`src/rtl/dwc_downconv_cmd_prefetch_rd_if.sv`:
```
// -----------------------------------------------------------------------------
// dwc_downconv_cmd_prefetch_rd_if
//
// Groups the signals between the read command FIFO, the read command prefetch
// queue and the down-converter read control FSM.
//
// Signals:
//   cmd_in             head word of the source FIFO (valid while cmd_fifo_empty=0)
//   cmd_fifo_empty     source FIFO empty
//   get_next           consumer pops the head entry
//   cmd_fifo_rd_en     prefetch queue pops the source FIFO this cycle
//   cmd_out            head entry, raw command word
//   q_empty / q_full   queue has no valid head / queue holds DEPTH entries
//   mask_mstSize .. sizeCnt_EQ_SizeMax   precomputed decode fields of the head
//   size_err           head slave size larger than master size (0 if not built)
//
// Modports:
//   master  environment side (source FIFO plus consumer)
//   slave   prefetch queue side
// -----------------------------------------------------------------------------
interface dwc_downconv_cmd_prefetch_rd_if #(
    parameter int CMD_FIFO_DATA_WIDTH = 29,
    parameter int AW                  = 6
) ();
    logic [CMD_FIFO_DATA_WIDTH-1:0] cmd_in;
    logic                           cmd_fifo_empty;
    logic                           get_next;
    logic                           cmd_fifo_rd_en;
    logic [CMD_FIFO_DATA_WIDTH-1:0] cmd_out;
    logic                           q_empty;
    logic                           q_full;
    logic [AW-1:0]                  mask_mstSize;
    logic [AW-1:0]                  mask_slvSize;
    logic [AW-1:0]                  master_ADDR_masked;
    logic [AW-1:0]                  second_Beat_Addr;
    logic [AW-1:0]                  sizeCnt_P1;
    logic [AW-1:0]                  sizeMax_extend;
    logic [AW:0]                    slaveSize_one_hot;
    logic                           sizeCnt_EQ_SizeMax;
    logic                           size_err;

    modport master (
        output cmd_in, cmd_fifo_empty, get_next,
        input  cmd_fifo_rd_en, cmd_out, q_empty, q_full,
        input  mask_mstSize, mask_slvSize, master_ADDR_masked, second_Beat_Addr,
        input  sizeCnt_P1, sizeMax_extend, slaveSize_one_hot, sizeCnt_EQ_SizeMax,
        input  size_err
    );

    modport slave (
        input  cmd_in, cmd_fifo_empty, get_next,
        output cmd_fifo_rd_en, cmd_out, q_empty, q_full,
        output mask_mstSize, mask_slvSize, master_ADDR_masked, second_Beat_Addr,
        output sizeCnt_P1, sizeMax_extend, slaveSize_one_hot, sizeCnt_EQ_SizeMax,
        output size_err
    );
endinterface

```
`src/rtl/dwc_downconv_cmd_prefetch_rd.sv`:
```
// -----------------------------------------------------------------------------
// dwc_downconv_cmd_prefetch_rd
//
// DEPTH-entry prefetch queue for read commands of the AXI4 data-width
// down-converter. Commands are popped from a show-ahead FIFO ahead of need and
// stored together with their address/size decode, so the read control FSM only
// ever sees registered decode values.
//
// Ports:
//   ACLK      clock
//   sysReset  asynchronous, active-high reset
//   bus       dwc_downconv_cmd_prefetch_rd_if.slave (command in, FIFO pop,
//             consumer pop, head command and decode fields out)
//
// Optional feature macro: DWC_DOWNCONV_RD_SIZE_CHECK_EN
//   defined     each entry stores size_err = (slave size > master size)
//   undefined   size_err is tied to 0, no storage bit and no comparator
// -----------------------------------------------------------------------------
module dwc_downconv_cmd_prefetch_rd #(
    parameter int CMD_FIFO_DATA_WIDTH = 29,
    parameter int ID_WIDTH            = 29,
    parameter int AW                  = 6,
    parameter int DEPTH               = 2
) (
    input  logic                          ACLK,
    input  logic                          sysReset,
    dwc_downconv_cmd_prefetch_rd_if.slave bus
);
    localparam int PTR_W = $clog2(DEPTH);
    localparam int CNT_W = PTR_W + 1;
    // Fields may sit above the raw word for some parameter sets; those bits read 0.
    localparam int FIELD_TOP = 30 + ID_WIDTH + AW;
    localparam int EXT_W = (CMD_FIFO_DATA_WIDTH > FIELD_TOP) ? CMD_FIFO_DATA_WIDTH : FIELD_TOP;

    localparam logic [PTR_W-1:0] PTR_ONE    = PTR_W'(1);
    localparam logic [CNT_W-1:0] CNT_ONE    = CNT_W'(1);
    localparam logic [CNT_W-1:0] DEPTH_CNT  = CNT_W'(DEPTH);
    localparam logic [AW-1:0]    AW_ONE     = AW'(1);
    localparam logic [AW:0]      AW1_ONE    = (AW+1)'(1);

    typedef struct packed {
        logic [CMD_FIFO_DATA_WIDTH-1:0] cmd;
        logic [AW-1:0]                  mask_mst;
        logic [AW-1:0]                  mask_slv;
        logic [AW-1:0]                  addr_masked;
        logic [AW-1:0]                  second_beat;
        logic [AW-1:0]                  size_cnt_p1;
        logic [AW-1:0]                  size_max_ext;
        logic [AW:0]                    slv_one_hot;
        logic                           cnt_eq_max;
`ifdef DWC_DOWNCONV_RD_SIZE_CHECK_EN
        logic                           size_err;
`endif
    } entry_t;

    entry_t           storage_r [DEPTH];
    logic [PTR_W-1:0] wr_ptr_r;
    logic [PTR_W-1:0] rd_ptr_r;
    logic [CNT_W-1:0] count_r;
    logic             q_empty_r;
    logic             q_full_r;

    logic [EXT_W-1:0] cmd_ext_s;
    logic [2:0]       m_sz_s;
    logic [2:0]       s_sz_s;
    logic [AW-1:0]    size_max_s;
    logic [AW-1:0]    addr_s;
    logic [AW-1:0]    size_cnt_s;
    logic [AW-1:0]    m_low_s;
    logic [AW-1:0]    s_low_s;
    entry_t           new_entry_s;

    logic             pop_s;
    logic             push_s;
    logic [CNT_W-1:0] count_next_s;
    entry_t           head_s;

    // Field extraction and decode of the source head word, captured on push.
    always_comb begin
        cmd_ext_s                               = '0;
        cmd_ext_s[CMD_FIFO_DATA_WIDTH-1:0]      = bus.cmd_in;
        m_sz_s     = cmd_ext_s[10:8];
        s_sz_s     = cmd_ext_s[13:11];
        size_max_s = cmd_ext_s[AW:1];
        addr_s     = cmd_ext_s[23 +: AW];
        size_cnt_s = cmd_ext_s[30+ID_WIDTH +: AW];

        // Low-bit masks below each size; wrap modulo 2^AW for large sizes.
        m_low_s = (AW_ONE << m_sz_s) - AW_ONE;
        s_low_s = (AW_ONE << s_sz_s) - AW_ONE;

        new_entry_s              = '0;
        new_entry_s.cmd          = bus.cmd_in;
        new_entry_s.mask_mst     = m_low_s & ~s_low_s;
        new_entry_s.mask_slv     = ~s_low_s;
        new_entry_s.addr_masked  = addr_s & ~m_low_s;
        new_entry_s.second_beat  = addr_s + (AW_ONE << s_sz_s);
        new_entry_s.size_cnt_p1  = size_cnt_s + AW_ONE;
        new_entry_s.slv_one_hot  = AW1_ONE << s_sz_s;
        new_entry_s.size_max_ext = size_max_s << s_sz_s;
        new_entry_s.cnt_eq_max   = (size_cnt_s == size_max_s);
`ifdef DWC_DOWNCONV_RD_SIZE_CHECK_EN
        new_entry_s.size_err     = (s_sz_s > m_sz_s);
`endif
    end

    // Push/pop decision and occupancy update; a full queue may refill while popping.
    always_comb begin
        pop_s        = bus.get_next & ~q_empty_r;
        push_s       = ~bus.cmd_fifo_empty & ((count_r != DEPTH_CNT) | pop_s);
        count_next_s = count_r;
        case ({push_s, pop_s})
            2'b10:   count_next_s = count_r + CNT_ONE;
            2'b01:   count_next_s = count_r - CNT_ONE;
            default: count_next_s = count_r;
        endcase
    end

    // Storage, pointers, occupancy and registered status flags.
    always_ff @(posedge ACLK or posedge sysReset) begin
        if (sysReset) begin
            for (int i = 0; i < DEPTH; i++) begin
                storage_r[i] <= '0;
            end
            wr_ptr_r  <= '0;
            rd_ptr_r  <= '0;
            count_r   <= '0;
            q_empty_r <= 1'b1;
            q_full_r  <= 1'b0;
        end else begin
            if (push_s) begin
                storage_r[wr_ptr_r] <= new_entry_s;
                wr_ptr_r            <= wr_ptr_r + PTR_ONE;
            end
            if (pop_s) begin
                rd_ptr_r <= rd_ptr_r + PTR_ONE;
            end
            count_r   <= count_next_s;
            q_empty_r <= (count_next_s == '0);
            q_full_r  <= (count_next_s == DEPTH_CNT);
        end
    end

    assign head_s = storage_r[rd_ptr_r];

    assign bus.cmd_fifo_rd_en     = push_s;
    assign bus.q_empty            = q_empty_r;
    assign bus.q_full             = q_full_r;
    assign bus.cmd_out            = head_s.cmd;
    assign bus.mask_mstSize       = head_s.mask_mst;
    assign bus.mask_slvSize       = head_s.mask_slv;
    assign bus.master_ADDR_masked = head_s.addr_masked;
    assign bus.second_Beat_Addr   = head_s.second_beat;
    assign bus.sizeCnt_P1         = head_s.size_cnt_p1;
    assign bus.sizeMax_extend     = head_s.size_max_ext;
    assign bus.slaveSize_one_hot  = head_s.slv_one_hot;
    assign bus.sizeCnt_EQ_SizeMax = head_s.cnt_eq_max;
`ifdef DWC_DOWNCONV_RD_SIZE_CHECK_EN
    assign bus.size_err           = head_s.size_err;
`else
    assign bus.size_err           = 1'b0;
`endif

endmodule

```
`src/flat_wrapper.sv`:
```
// flat-port wrapper written by rule: the top's interface ports become plain ports
module dwc_downconv_cmd_prefetch_rd_flat 
#(
    parameter int CMD_FIFO_DATA_WIDTH = 29,
    parameter int ID_WIDTH            = 29,
    parameter int AW                  = 6,
    parameter int DEPTH               = 2
)
  (ACLK, sysReset, bus_cmd_in, bus_cmd_fifo_empty, bus_get_next, bus_cmd_fifo_rd_en, bus_cmd_out, bus_q_empty, bus_q_full, bus_mask_mstSize, bus_mask_slvSize, bus_master_ADDR_masked, bus_second_Beat_Addr, bus_sizeCnt_P1, bus_sizeMax_extend, bus_slaveSize_one_hot, bus_sizeCnt_EQ_SizeMax, bus_size_err);
  dwc_downconv_cmd_prefetch_rd_if #(.CMD_FIFO_DATA_WIDTH(CMD_FIFO_DATA_WIDTH), .AW(AW)) bus_i ();
  input  logic ACLK;
  input  logic sysReset;
  input wire logic [$bits(bus_i.cmd_in)-1:0] bus_cmd_in;
  input wire logic [$bits(bus_i.cmd_fifo_empty)-1:0] bus_cmd_fifo_empty;
  input wire logic [$bits(bus_i.get_next)-1:0] bus_get_next;
  output wire logic [$bits(bus_i.cmd_fifo_rd_en)-1:0] bus_cmd_fifo_rd_en;
  output wire logic [$bits(bus_i.cmd_out)-1:0] bus_cmd_out;
  output wire logic [$bits(bus_i.q_empty)-1:0] bus_q_empty;
  output wire logic [$bits(bus_i.q_full)-1:0] bus_q_full;
  output wire logic [$bits(bus_i.mask_mstSize)-1:0] bus_mask_mstSize;
  output wire logic [$bits(bus_i.mask_slvSize)-1:0] bus_mask_slvSize;
  output wire logic [$bits(bus_i.master_ADDR_masked)-1:0] bus_master_ADDR_masked;
  output wire logic [$bits(bus_i.second_Beat_Addr)-1:0] bus_second_Beat_Addr;
  output wire logic [$bits(bus_i.sizeCnt_P1)-1:0] bus_sizeCnt_P1;
  output wire logic [$bits(bus_i.sizeMax_extend)-1:0] bus_sizeMax_extend;
  output wire logic [$bits(bus_i.slaveSize_one_hot)-1:0] bus_slaveSize_one_hot;
  output wire logic [$bits(bus_i.sizeCnt_EQ_SizeMax)-1:0] bus_sizeCnt_EQ_SizeMax;
  output wire logic [$bits(bus_i.size_err)-1:0] bus_size_err;
  assign bus_i.cmd_in = bus_cmd_in;
  assign bus_i.cmd_fifo_empty = bus_cmd_fifo_empty;
  assign bus_i.get_next = bus_get_next;
  assign bus_cmd_fifo_rd_en = bus_i.cmd_fifo_rd_en;
  assign bus_cmd_out = bus_i.cmd_out;
  assign bus_q_empty = bus_i.q_empty;
  assign bus_q_full = bus_i.q_full;
  assign bus_mask_mstSize = bus_i.mask_mstSize;
  assign bus_mask_slvSize = bus_i.mask_slvSize;
  assign bus_master_ADDR_masked = bus_i.master_ADDR_masked;
  assign bus_second_Beat_Addr = bus_i.second_Beat_Addr;
  assign bus_sizeCnt_P1 = bus_i.sizeCnt_P1;
  assign bus_sizeMax_extend = bus_i.sizeMax_extend;
  assign bus_slaveSize_one_hot = bus_i.slaveSize_one_hot;
  assign bus_sizeCnt_EQ_SizeMax = bus_i.sizeCnt_EQ_SizeMax;
  assign bus_size_err = bus_i.size_err;
  dwc_downconv_cmd_prefetch_rd #(.CMD_FIFO_DATA_WIDTH(CMD_FIFO_DATA_WIDTH), .ID_WIDTH(ID_WIDTH), .AW(AW), .DEPTH(DEPTH)) u_core (.ACLK(ACLK), .sysReset(sysReset), .bus(bus_i));
endmodule
```
`config.mk`:
```
export PLATFORM = sky130hd
export DESIGN_NAME = dwc_downconv_cmd_prefetch_rd_flat
export DESIGN_NICKNAME = d
export VERILOG_FILES = /design/src/rtl/dwc_downconv_cmd_prefetch_rd_if.sv /design/src/rtl/dwc_downconv_cmd_prefetch_rd.sv /design/src/flat_wrapper.sv
export SDC_FILE = /design/constraint.sdc
export NUM_CORES = 1
export LEC_CHECK = 0
export ABC_AREA = 1
export CAP_MARGIN = 20
export CORE_MARGIN = 3
export CORE_UTILIZATION = 55
export CTS_CLUSTER_SIZE = 24
export DETAILED_ROUTE_END_ITERATION = 7
export PLACE_DENSITY = 0.8
export SYNTH_ARGS = -nofsm -noshare
export SYNTH_HDL_FRONTEND = slang
export SYNTH_SLANG_ARGS = --single-unit
```
`constraint.sdc`:
```
create_clock -name ACLK -period 14.3 [get_ports ACLK]
set_clock_uncertainty 0.15 [all_clocks]
set_input_delay 2.86 -clock ACLK [delete_from_list [all_inputs] [get_ports ACLK]]
set_output_delay 2.86 -clock ACLK [all_outputs]
set_load 0.02 [all_outputs]
```
# After elaboration in Yosys (flattened, before gate mapping)
# Cells that the tools add are included.
[classes] eq_ne=4 div=0 reduce_logical=3 add_sub_neg=7 n_shift=4 n_bitwise=11 muxes=7 n_mul=0 magnitude_cmp=3
[ops] cell="$mux 73" count=4
[ops] cell="$bwmux 146" count=1
[ops] cell="$demux 73 s1" count=1
[ops] cell="$and 6x6->6" count=2
[ops] cell="$not 6->6" count=2
[ops] cell="$shl 1x3->6 const A" count=2
[ops] cell="$sub 6x1->6 const B" count=2
[ops] cell="$shl 1x3->7 const A" count=1
[ops] cell="$add 6x6->6" count=1
[ops] cell="$logic_not 6->1" count=1
[ops] cell="$shl 6x3->6" count=1
[ops] cell="$eq 2x2->1 const B" count=2
[ops] cell="$ge 2x2->1 const B" count=2
[ops] cell="$not 1->2" count=2
[ops] cell="$pmux 2 s2" count=1
[ops] cell="$add 1x1->1 const B" count=2
[ops] cell="$add 2x1->2 const B" count=1
[ops] cell="$and 1x1->1" count=2
[ops] cell="$eq 2x1->1 const B" count=1
[ops] cell="$logic_not 2->1" count=1
[ops] cell="$lt 2x1->1 const B" count=1
[ops] cell="$ne 2x2->1 const B" count=1
[ops] cell="$not 1->1" count=2
[ops] cell="$sub 2x1->2 const B" count=1
[ops] cell="other kinds (2)" count=2
[totals] mem_count=0 word_cells=62 latch_bits=0 inputBits=33 ramBits=0 output_inout_bits=77 regBits=152 mem_bits_ro=0

# Logic depth before layout (Yosys ltp)
# Gate-level depths: netlist of run 1.
[logic_depth] depth_word=7 depth_mapped=14 depth_no_buf=13

# Worst setup path after synthesis of run 1
# OpenSTA, ideal clock, no wires.
[synth_timing] kind="input-to-output" start="input port bus_get_next" end="output port bus_cmd_fifo_rd_en" setup_slack_ns=7.998 stages=4 arrival_ns=3.292 required_ns=11.290 path_buffers=0 cell_sequence="inv_1 -> nor2_4 -> inv_2 -> a31oi_4"
[synth_between] elab_chain_cells=3
[synth_rtl] item="start: declaration" line="flat_wrapper.sv:15" text="input wire logic [$bits(bus_i.get_next)-1:0] bus_get_next;"
[synth_rtl] item="$and 1x1->1" line="dwc_downconv_cmd_prefetch_rd.sv:109" text="pop_s = bus.get_next & ~q_empty_r;"
[synth_rtl] item="named net u_core.pop_s" line="dwc_downconv_cmd_prefetch_rd.sv:73" text="logic pop_s;"
[synth_rtl] item="$or 1x1->1" line="dwc_downconv_cmd_prefetch_rd.sv:110" text="push_s = ~bus.cmd_fifo_empty & ((count_r != DEPTH_CNT) | pop_s);"
[synth_rtl] item="$and 1x1->1" line="dwc_downconv_cmd_prefetch_rd.sv:110"
[synth_rtl] item="end: declaration" line="flat_wrapper.sv:16" text="output wire logic [$bits(bus_i.cmd_fifo_rd_en)-1:0] bus_cmd_fifo_rd_en;"
# The timed path passes the listed nets, and every way through them passes these cells.

# Worst setup path in the final report of run 1
# Ends and elaborated chain as after synthesis.

==> flow_summary_export.csv, run 1 <==
group,metric,value,unit
synthesis,syn_area_per_cell,7.912,sq um
sta,grt_setup_unrepaired,"false",
layout,utilization,70.90,%
layout,final_area,0.008130,sq mm
power,ir_worst_vdd,0.0001455,V
synthesis,postSynthCellCount,822,
layout,diodes,0,
detailed_routing,drtIter0Drc,618,
critical_path,crit_type,"input pin to primary output",
sta,fin_ws,6.887,ns
power,clkPwrFrac,21.2,%
layout,layout_commonest_cell,"nand2_1",
outcome,status,"complete, no violations",
detailed_routing,first_pass_iters,5,
synthesis,syn_area,0.006504,sq mm
detailed_routing,vias,5690,
clock_network,cts_hold_buf,0,
placed_design,dp_cells,1025,
synthesis,synthDistinctLibCells,32,
layout,stdcell_count,1056,
clock_network,clk_latency,0.41,ns
clock_network,cts_root_buf,"clkbuf_16",
sta,relSlewSlack,40.43,%
power,p_sw_share,39.95,%
power,totalPowerFinal,1.966,mW
sta,period_minus_slack,7.413,ns
layout,layout_common_cells,"nand2_1, dfrtp_1, o21ai_0, clkdlybuf4s50_1, inv_1",
detailed_routing,wire_per_inst,15.70,um
placed_design,placed_area,0.007516,sq mm
global_route,antenna_found_initial,0,
clock_network,cts_inserted_buffers,17,
layout,final_nets,940,
layout,fillers,881,
sta,drv_slew,0,
detailed_routing,avgViaCountPerCell,5.388,
clock_network,clock_sinks,140,
floorplanning,die_w,114.7,um
sta,tightest_slew,0.8935,ns
synthesis,synth_edf_count,0,
floorplanning,die_area,0.01317,sq mm
clock_network,cts_tree,"yes",
clock_network,clk_path_buf_depth,2,
global_route,grt_pass1_wl,27160,um
sta,fmax,134.9,MHz
power,p_seq_share,33.7,%
critical_path,required,11.29,ns
floorplanning,core_area,0.01147,sq mm
detailed_routing,routed_wl,16580,um
worst_hold_path,hp-class,"flip-flop to flip-flop",
global_route,grt_pass1_vias,5550,
clock_network,cts_htree_levels,4,
power,p_per_area,241.8,mW/mm^2
layout,syn_to_final_growth,25.01,%
global_route,grtUsageTotal,26.29,%
sta,setup_viol,0,
global_route,overflow,0,
layout,drive_gt1_share,5.915,%
placed_design,routabilityCongestion,0.8392,
synthesis,ys_seq_area_share,53.89,%
placed_design,io_buffer_count,103,
critical_path,startpoint_type,"input pin",
placed_design,dp_slack,6.882,ns
floorplanning,die_h,114.7,um
critical_path,cp_max_fo,4,
power,p_switching,785.3,uW
floorplanning,io_pins,110,
synthesis,ys_warn_count,0,
floorplanning,initial_utilization,56.72,%
synthesis,async_flop_share,100.0,%
job,drv_cap,0,
sta,report.final.hold_viol_count,0,
detailed_routing,postRouteAntennaNets,0,
sta,whs,0.3041,ns
clock_network,cts-resized-gates,0,
critical_path,cp-end-kind,"primary output",
detailed_routing,drc,0,
synthesis,ys_seq_elements,140,
power,internal-power,1.180,mW
synthesis,yosys_most_used_dff,"dfrtp_1",
layout,final-seq-area,0.003506,sq mm
clock_network,postCtsSetupRepairBufs,0,
placed_design,dp_hpwl,10610,um
layout,multi_input_area,0.002480,sq mm
power,p_comb_share,45.1,%
floorplanning,rows,39,
sta,min_period_over_period,51.84,%
global_route,grt_max_degree,111,
power,cellLeakagePower,4.070,nW
clock_network,clk_pin_slew_worst_paths,0.05,ns
sta,setup_tns,0,ns
critical_path,cp.arrival,4.40,ns
==> synthesized netlist by cell type (all sizes together), types with 2 or more instances <==
cell type | count | area (sq um)
a21oi | 5 | 25.02
a22oi | 2 | 15.01
a31oi | 2 | 27.53
buf | 25 | 158.9
clkbuf | 27 | 101.4
dfrtp | 139 | 3478
ha | 4 | 50.05
inv | 76 | 285.3
nand2 | 351 | 1318
nand3 | 16 | 80.08
nor2 | 22 | 108.9
nor3 | 4 | 20.02
o21a | 3 | 22.52
o21ai | 128 | 659.4
o221ai | 2 | 17.52
o22ai | 3 | 18.77
o31ai | 3 | 22.52
xor2 | 5 | 43.79
==> per-layer routing <==
layer	share of wire [%]	global-route usage [%]
met1	42	36.67
met3	6.1	4.368
met4	2.5	11.35
met5	0	0
met2	49	41.17
==> path summary, 6_finish.rpt <==
kind | slack, ns | cells after the start | to | from
worst max-delay path | 6.89 | 6 | bus_cmd_fifo_rd_en | bus_get_next
worst min-delay path | 0.30 | 2 | u_core.storage_r[87]$_DFFE_PP0P_ | u_core.storage_r[87]$_DFFE_PP0P_
worst max register to register | 11.59 | 9 | u_core.storage_r[109]$_DFFE_PP0P_ | u_core.bus.q_empty$_DFF_PP1_
worst min register to register | 0.30 | 2 | u_core.storage_r[87]$_DFFE_PP0P_ | u_core.storage_r[87]$_DFFE_PP0P_
max in group asynchronous | 10.18 | 4 | u_core.rd_ptr_r$_DFFE_PP0P_ | sysReset
min in group asynchronous | 2.73 | 2 | u_core.count_r[1]$_DFF_PP0_ | sysReset
==> registers in the layout (all words and copies together) (netlist names) <==
signal / count
u_core.bus.q_empty: 1
u_core.bus.q_full: 1
u_core.count_r: 2
u_core.rd_ptr_r: 1
u_core.storage_r: 134
u_core.wr_ptr_r: 1
==> layout make-up <==
class,count,share of cell area (%)
Tap cell,143,2.201
Inverter,76,3.570
Clock buffer,22,6.079
Clock inverter,7,0.8002
Multi-Input combinational cell,559,30.50
Timing Repair Buffer,109,13.73
Sequential cell,140,43.12
==> cell families (layout without fill, tap and decap cells) <==
kind of cell	count (synthesis)	in the layout	share of synthesized area (%)
other	1	6	0.05766
adder cells (fa/ha/maj)	4	4	0.7696
XOR/XNOR	6	6	0.8080
AND/OR/NAND/NOR	395	395	23.66
flip-flops	140	140	53.89
AO/OA/AOI/OAI	148	148	12.43
buffers and inverters	128	214	8.388
==> critical path: stages <==
cell	delay, ns
clkdlybuf4s50_1	0.45
inv_1	0.06
nor2_4	0.12
inv_2	0.06
a31oi_4	0.20
clkdlybuf4s50_1	0.65
==> power by group through the flow <==
stage                     registers [mW]  logic, mW  clock network [mW]
after floorplan                    0.643      0.543                   0
after global placement             0.654      0.858                   0
after detailed placement           0.664      0.877                   0
after CTS                          0.661      0.886               0.419
after global routing               0.681      0.977               0.436
final                              0.663      0.887               0.416
No activity file was read; power rests on OpenSTA's default activity.
==> run 2, diff against run 1 <==
--- a/config.mk
+++ b/config.mk
@@ -8,10 +8,10 @@
 export ABC_AREA = 1
 export CAP_MARGIN = 20
 export CORE_MARGIN = 3
-export CORE_UTILIZATION = 55
+export CORE_UTILIZATION = 48
 export CTS_CLUSTER_SIZE = 24
 export DETAILED_ROUTE_END_ITERATION = 7
-export PLACE_DENSITY = 0.8
+export PLACE_DENSITY = 0.74
 export SYNTH_ARGS = -nofsm -noshare
 export SYNTH_HDL_FRONTEND = slang
 export SYNTH_SLANG_ARGS = --single-unit
==> constraint.sdc (replaced) <==
create_clock -name ACLK -period 6.45 [get_ports ACLK]
set_clock_uncertainty 0.15 [all_clocks]
set_input_delay 1.29 -clock ACLK [delete_from_list [all_inputs] [get_ports ACLK]]
set_output_delay 1.29 -clock ACLK [all_outputs]
set_load 0.02 [all_outputs]
==> flow_summary_export.csv, run 2 (synthesized netlist as in run 1, its figures left out) <==
group,metric,value,unit
critical_path,cp_max_fo,4,
critical_path,critPathSlowestCell,"clkdlybuf4s50_1",
critical_path,rr_startpoint,"u_core.bus.q_empty$_DFF_PP1_",
floorplanning,die_h,122.4,um
outcome,status,"complete, no violations",
global_route,grt_max_degree,110,
critical_path,cp-startpoint,"bus_get_next",
floorplanning,die_area,0.01498,sq mm
sta,period_minus_slack,4.249,ns
layout,final-seq-area,0.003506,sq mm
critical_path,startpoint_type,"input pin",
floorplanning,initial_utilization,50.31,%
critical_path,worstPathCellList,"clkdlybuf4s50_1, inv_1, nor2_4, inv_2, a31oi_4, clkdlybuf4s50_1",
placed_design,dp_cells,1055,
power,cellLeakagePower,4.091,nW
sta,report.final.hold_viol_count,0,
sta,relSlewSlack,28.83,%
detailed_routing,drc,0,
critical_path,cp_top_family,"buffers and inverters",
layout,largest_register_ffs,134,
sta,tightest_slew,1.068,ns
critical_path,cp.arrival,2.81,ns
sta,drv_slew,0,
worst_hold_path,hp-class,"flip-flop to flip-flop",
sta,setup_tns,0,ns
layout,diodes,0,
detailed_routing,first_pass_iters,5,
floorplanning,rows,41,
detailed_routing,routed_wl,15860,um
critical_path,crit_path_end,"bus_cmd_fifo_rd_en",
critical_path,required,5.01,ns
clock_network,cts_tree,"yes",
clock_network,cts-resized-gates,0,
floorplanning,io_pins,110,
layout,syn_to_final_growth,26.20,%
sta,setup_viol,0,
job,drv_cap,0,
layout,largest-register,"u_core.storage_r",
critical_path,r2r_slack,3.88,ns
clock_network,cts_inserted_buffers,17,
sta,fmax,235.3,MHz
layout,fillers,1160,
layout,final_nets,939,
floorplanning,die_w,122.4,um
layout,biggestRegsByFlops,"u_core.storage_r: 134 flops, u_core.count_r: 2 flops",
clock_network,clk_latency,0.42,ns
global_route,antenna_found_initial,0,
sta,min_period_over_period,65.88,%
critical_path,crit_type,"input pin to primary output",
critical_path,reg2reg_to,"u_core.storage_r[96]$_DFFE_PP0P_",
layout,layout_commonest_cell,"nand2_1",
clock_network,clk_pin_slew_worst_paths,0.05,ns
detailed_routing,drtIter0Drc,497,
sta,grt_setup_unrepaired,"false",
layout,layout_common_cells,"nand2_1, dfrtp_1, o21ai_0, clkdlybuf4s50_1, inv_1",
global_route,grt_pass1_wl,26100,um
global_route,overflow,0,
worst_hold_path,worstHoldStart,"u_core.storage_r[87]$_DFFE_PP0P_",
global_route,grtUsageTotal,22.42,%
layout,drive_gt1_share,6.120,%
power,p_per_area,542.8,mW/mm^2
critical_path,r2r_cells,9,
placed_design,io_buffer_count,103,
detailed_routing,avgViaCountPerCell,5.022,
layout,stdcell_count,1087,
clock_network,postCtsSetupRepairBufs,0,
critical_path,crit_top_cell,"clkdlybuf4s50_1",
clock_network,clk_path_buf_depth,2,
sta,whs,0.3009,ns
power,totalPowerFinal,4.455,mW
floorplanning,core_area,0.01293,sq mm
global_route,grt_pass1_vias,5190,
power,ir_worst_vdd,0.0003004,V
critical_path,cp-end-kind,"primary output",
critical_path,max_stage_delay,0.65,ns
detailed_routing,postRouteAntennaNets,0,
placed_design,dp_hpwl,10160,um
clock_network,cts_htree_levels,4,
clock_network,clock_sinks,140,
clock_network,cts_root_buf,"clkbuf_16",
layout,multi_input_area,0.002480,sq mm
detailed_routing,wire_per_inst,14.59,um
placed_design,routabilityCongestion,0.8342,
clock_network,cts_hold_buf,0,
critical_path,crit_cells,6,
critical_path,path_buf_inv,4,
detailed_routing,vias,5459,
run 2: cell types whose count changed in the layout (fill, tap and decap cells not counted), sizes merged:
cell    delta
buf        -1
bufinv     +4
clkinv     +2
clkbuf     -3
run 2: worst min-delay path: stages, from the launching register on:
cell     delay [ns]
dfrtp_1        0.32
inv_1          0.04
nand2_1        0.06
run 2: area by class of cell:
| cell class | count | area share (%) |
|---|---|---|
| flip-flops and latches | 140 | 42.71 |
| multi-input cells | 559 | 30.21 |
| repair buffers | 108 | 13.02 |
| clock buffers | 19 | 5.518 |
| inverters | 76 | 3.537 |
| well taps | 172 | 2.622 |
| clock inverters | 13 | 2.378 |
run 2: stage by stage:
step	util, %	area (sq um)	worst slack, ns
finish	63.49	8208	2.201
global route	63.49	8208	2.135
CTS	63.49	8208	2.184
detailed placement	58.48	7560	2.184
global placement	58.48	7560	2.180
floorplan	-	6523	1.259
run 2: metal layers:
| layer | vias to the layer above | global-route usage (%) | share of wire (%) |
|---|---|---|---|
| met2 | 163 | 33.53 | 45 |
| met5 | - | 0 | 0 |
| met3 | 24 | 5.346 | 6.2 |
| li1 | 2709 | - | - |
| met4 | 0 | 7.908 | 1.6 |
| met1 | 2563 | 32.10 | 47 |
run 2: worst min-delay path by stage:
stage	cells past startpoint	end	slack [ns]
2_1_floorplan	2	u_core.storage_r[87]$_DFFE_PP0P_	0.27
6_report	2	u_core.storage_r[87]$_DFFE_PP0P_	0.30
3_3_place_gp	2	u_core.storage_r[87]$_DFFE_PP0P_	0.28
3_5_place_dp	2	u_core.storage_r[87]$_DFFE_PP0P_	0.29
5_1_grt	2	u_core.storage_r[87]$_DFFE_PP0P_	0.32
4_1_cts	2	u_core.storage_r[87]$_DFFE_PP0P_	0.30
run 2: report_power, final:
group / internal [mW] / switching [mW] / total, mW
combinational: 0.770 / 1.17 / 1.94
clock: 0.701 / 0.362 / 1.06
sequential: 1.27 / 0.190 / 1.46
==> run 3, diff against run 2 <==
--- a/config.mk
+++ b/config.mk
@@ -8,10 +8,10 @@
 export ABC_AREA = 1
 export CAP_MARGIN = 20
 export CORE_MARGIN = 3
-export CORE_UTILIZATION = 48
+export CORE_UTILIZATION = 53
 export CTS_CLUSTER_SIZE = 24
 export DETAILED_ROUTE_END_ITERATION = 7
-export PLACE_DENSITY = 0.74
+export PLACE_DENSITY = 0.78
 export SYNTH_ARGS = -nofsm -noshare
 export SYNTH_HDL_FRONTEND = slang
 export SYNTH_SLANG_ARGS = --single-unit
==> constraint.sdc (replaced) <==
create_clock -name ACLK -period 4.3 [get_ports ACLK]
set_clock_uncertainty 0.15 [all_clocks]
set_input_delay 0.86 -clock ACLK [delete_from_list [all_inputs] [get_ports ACLK]]
set_output_delay 0.86 -clock ACLK [all_outputs]
set_load 0.02 [all_outputs]
==> flow_summary_export.csv, run 3 (synthesized netlist as in run 1, its figures left out) <==
group,metric,value,unit
outcome,status,"complete, no violations",
layout,largest_register_ffs,134,
sta,setup_viol,0,
sta,tightest_slew,0.8612,ns
layout,layout_commonest_cell,"nand2_1",
global_route,grt_pass1_vias,5455,
floorplanning,io_pins,110,
detailed_routing,routed_wl,16550,um
critical_path,cp.arrival,2.58,ns
power,internal-power,4.098,mW
power,cellLeakagePower,4.122,nW
layout,biggestRegsByFlops,"u_core.storage_r: 134 flops, u_core.count_r: 2 flops",
critical_path,startpoint_type,"flip-flop",
detailed_routing,postRouteAntennaNets,0,
critical_path,cp-end-kind,"primary output",
clock_network,cts_inserted_buffers,17,
clock_network,cts_root_buf,"clkbuf_16",
clock_network,cts_htree_levels,4,
clock_network,cts_tree,"yes",
detailed_routing,first_pass_iters,5,
critical_path,cp_max_fo,77,
placed_design,dp_hpwl,10650,um
layout,layout_common_cells,"nand2_1, dfrtp_1, o21ai_0, clkdlybuf4s50_1, inv_1",
critical_path,crit_type,"flip-flop to primary output",
detailed_routing,vias,5731,
global_route,antenna_found_initial,0,
global_route,grt_max_degree,110,
worst_hold_path,hp-class,"flip-flop to flip-flop",
power,clkPwrFrac,23.3,%
sta,drv_slew,0,
clock_network,clk_pin_slew_worst_paths,0.06,ns
detailed_routing,drc,0,
power,p_sw_share,38.96,%
layout,fillers,891,
sta,setup_tns,0,ns
floorplanning,core_area,0.01171,sq mm
clock_network,clk_path_buf_depth,2,
layout,final_nets,943,
clock_network,clock_sinks,140,
placed_design,placed_area,0.007582,sq mm
sta,min_period_over_period,83.47,%
placed_design,dp_slack,0.8857,ns
power,p_per_area,814.2,mW/mm^2
clock_network,postCtsSetupRepairBufs,0,
global_route,grtUsageTotal,25.52,%
clock_network,cts_hold_buf,0,
layout,final_area,0.008247,sq mm
sta,fin_ws,0.7106,ns
power,p_comb_share,43.6,%
critical_path,required,3.29,ns
detailed_routing,wire_per_inst,15.59,um
sta,fmax,278.6,MHz
sta,period_minus_slack,3.589,ns
global_route,grt_pass1_wl,26940,um
floorplanning,die_h,116.8,um
layout,largest-register,"u_core.storage_r",
floorplanning,initial_utilization,55.53,%
placed_design,io_buffer_count,103,
clock_network,clk_latency,0.41,ns
sta,grt_setup_unrepaired,"false",
global_route,overflow,0,
floorplanning,rows,39,
floorplanning,die_w,116.8,um
clock_network,cts-resized-gates,0,
power,p_switching,2.616,mW
layout,syn_to_final_growth,26.80,%
power,ir_worst_vdd,0.0005836,V
layout,diodes,0,
job,drv_cap,0,
placed_design,routabilityCongestion,0.8671,
sta,report.final.hold_viol_count,0,
sta,relSlewSlack,42.59,%
detailed_routing,avgViaCountPerCell,5.396,
layout,drive_gt1_share,6.529,%
detailed_routing,drtIter0Drc,742,
floorplanning,die_area,0.01364,sq mm
power,p_seq_share,33.0,%
[run 3: cell types whose count changed in the layout (fill, tap and decap cells not counted), sizes merged]
cell | before | now
buf | 5 | 9
bufinv | 5 | 4
clkbuf | 19 | 21
clkinv | 6 | 5
clkinvlp | 2 | 3
inv | 76 | 75
[run 3: layer usage]
metal  global-route usage [%]  wire length, um
met1                    35.28             7250
met2                    39.51             7940
met3                    6.375             1062
met4                    9.327              300
met5                        0                0
[run 3: cell type report]
class                   count  area (sq um)  share of cell area (%)
well taps                 143         178.9                   2.170
repair buffers            112          1149                   13.93
flip-flops and latches    140          3506                   42.51
inverters                  76         289.0                   3.505
multi-input cells         559          2480                   30.07
clock inverters            11         163.9                   1.988
clock buffers              21         480.5                   5.826
[run 3: critical path: stages, from the launching register on]
cell and delay, ns:
dfrtp_2 0.50, buf_4 0.68, nand2_1 0.10, o21ai_0 0.18, clkdlybuf4s50_1 0.68
[run 3: path summary, 6_finish.rpt]
path,startpoint,to,slack (ns),depth (start not counted)
min reg2reg,u_core.storage_r[87]$_DFFE_PP0P_,u_core.storage_r[87]$_DFFE_PP0P_,0.32,2
max reg2reg,u_core.bus.q_empty$_DFF_PP1_,u_core.storage_r[84]$_DFFE_PP0P_,2.11,8
min,u_core.storage_r[87]$_DFFE_PP0P_,u_core.storage_r[87]$_DFFE_PP0P_,0.32,2
max,u_core.rd_ptr_r$_DFFE_PP0P_,bus_slaveSize_one_hot[4],0.71,4
max in group asynchronous,sysReset,u_core.storage_r[138]$_DFFE_PP0P_,2.54,4
min in group asynchronous,sysReset,u_core.storage_r[80]$_DFFE_PP0P_,0.63,2
[run 3: power by group through the flow]
stage          sequential [mW]  combinational (mW)  clock (mW)
6_report                  2.22                2.93        1.57
5_1_grt                   2.28                3.23        1.65
4_1_cts                   2.21                2.95        1.58
3_5_place_dp              2.22                2.92           0
3_3_place_gp              2.19                2.86           0
2_1_floorplan             2.14                1.81           0
[run 3: metrics by stage]
| step | power (mW) | hold WS, ns | std cells | util [%] |
|---|---|---|---|---|
| after global routing | 7.162 | 0.3450 | 1062 | 70.42 |
| final | 6.715 | 0.3166 | 1062 | 70.42 |
| after floorplan | 3.945 | 0.2683 | 827 | - |
| after global placement | 5.050 | 0.2820 | 1029 | 64.74 |
| after detailed placement | 5.144 | 0.3136 | 1029 | 64.74 |
| after CTS | 6.737 | 0.3271 | 1061 | 70.25 |
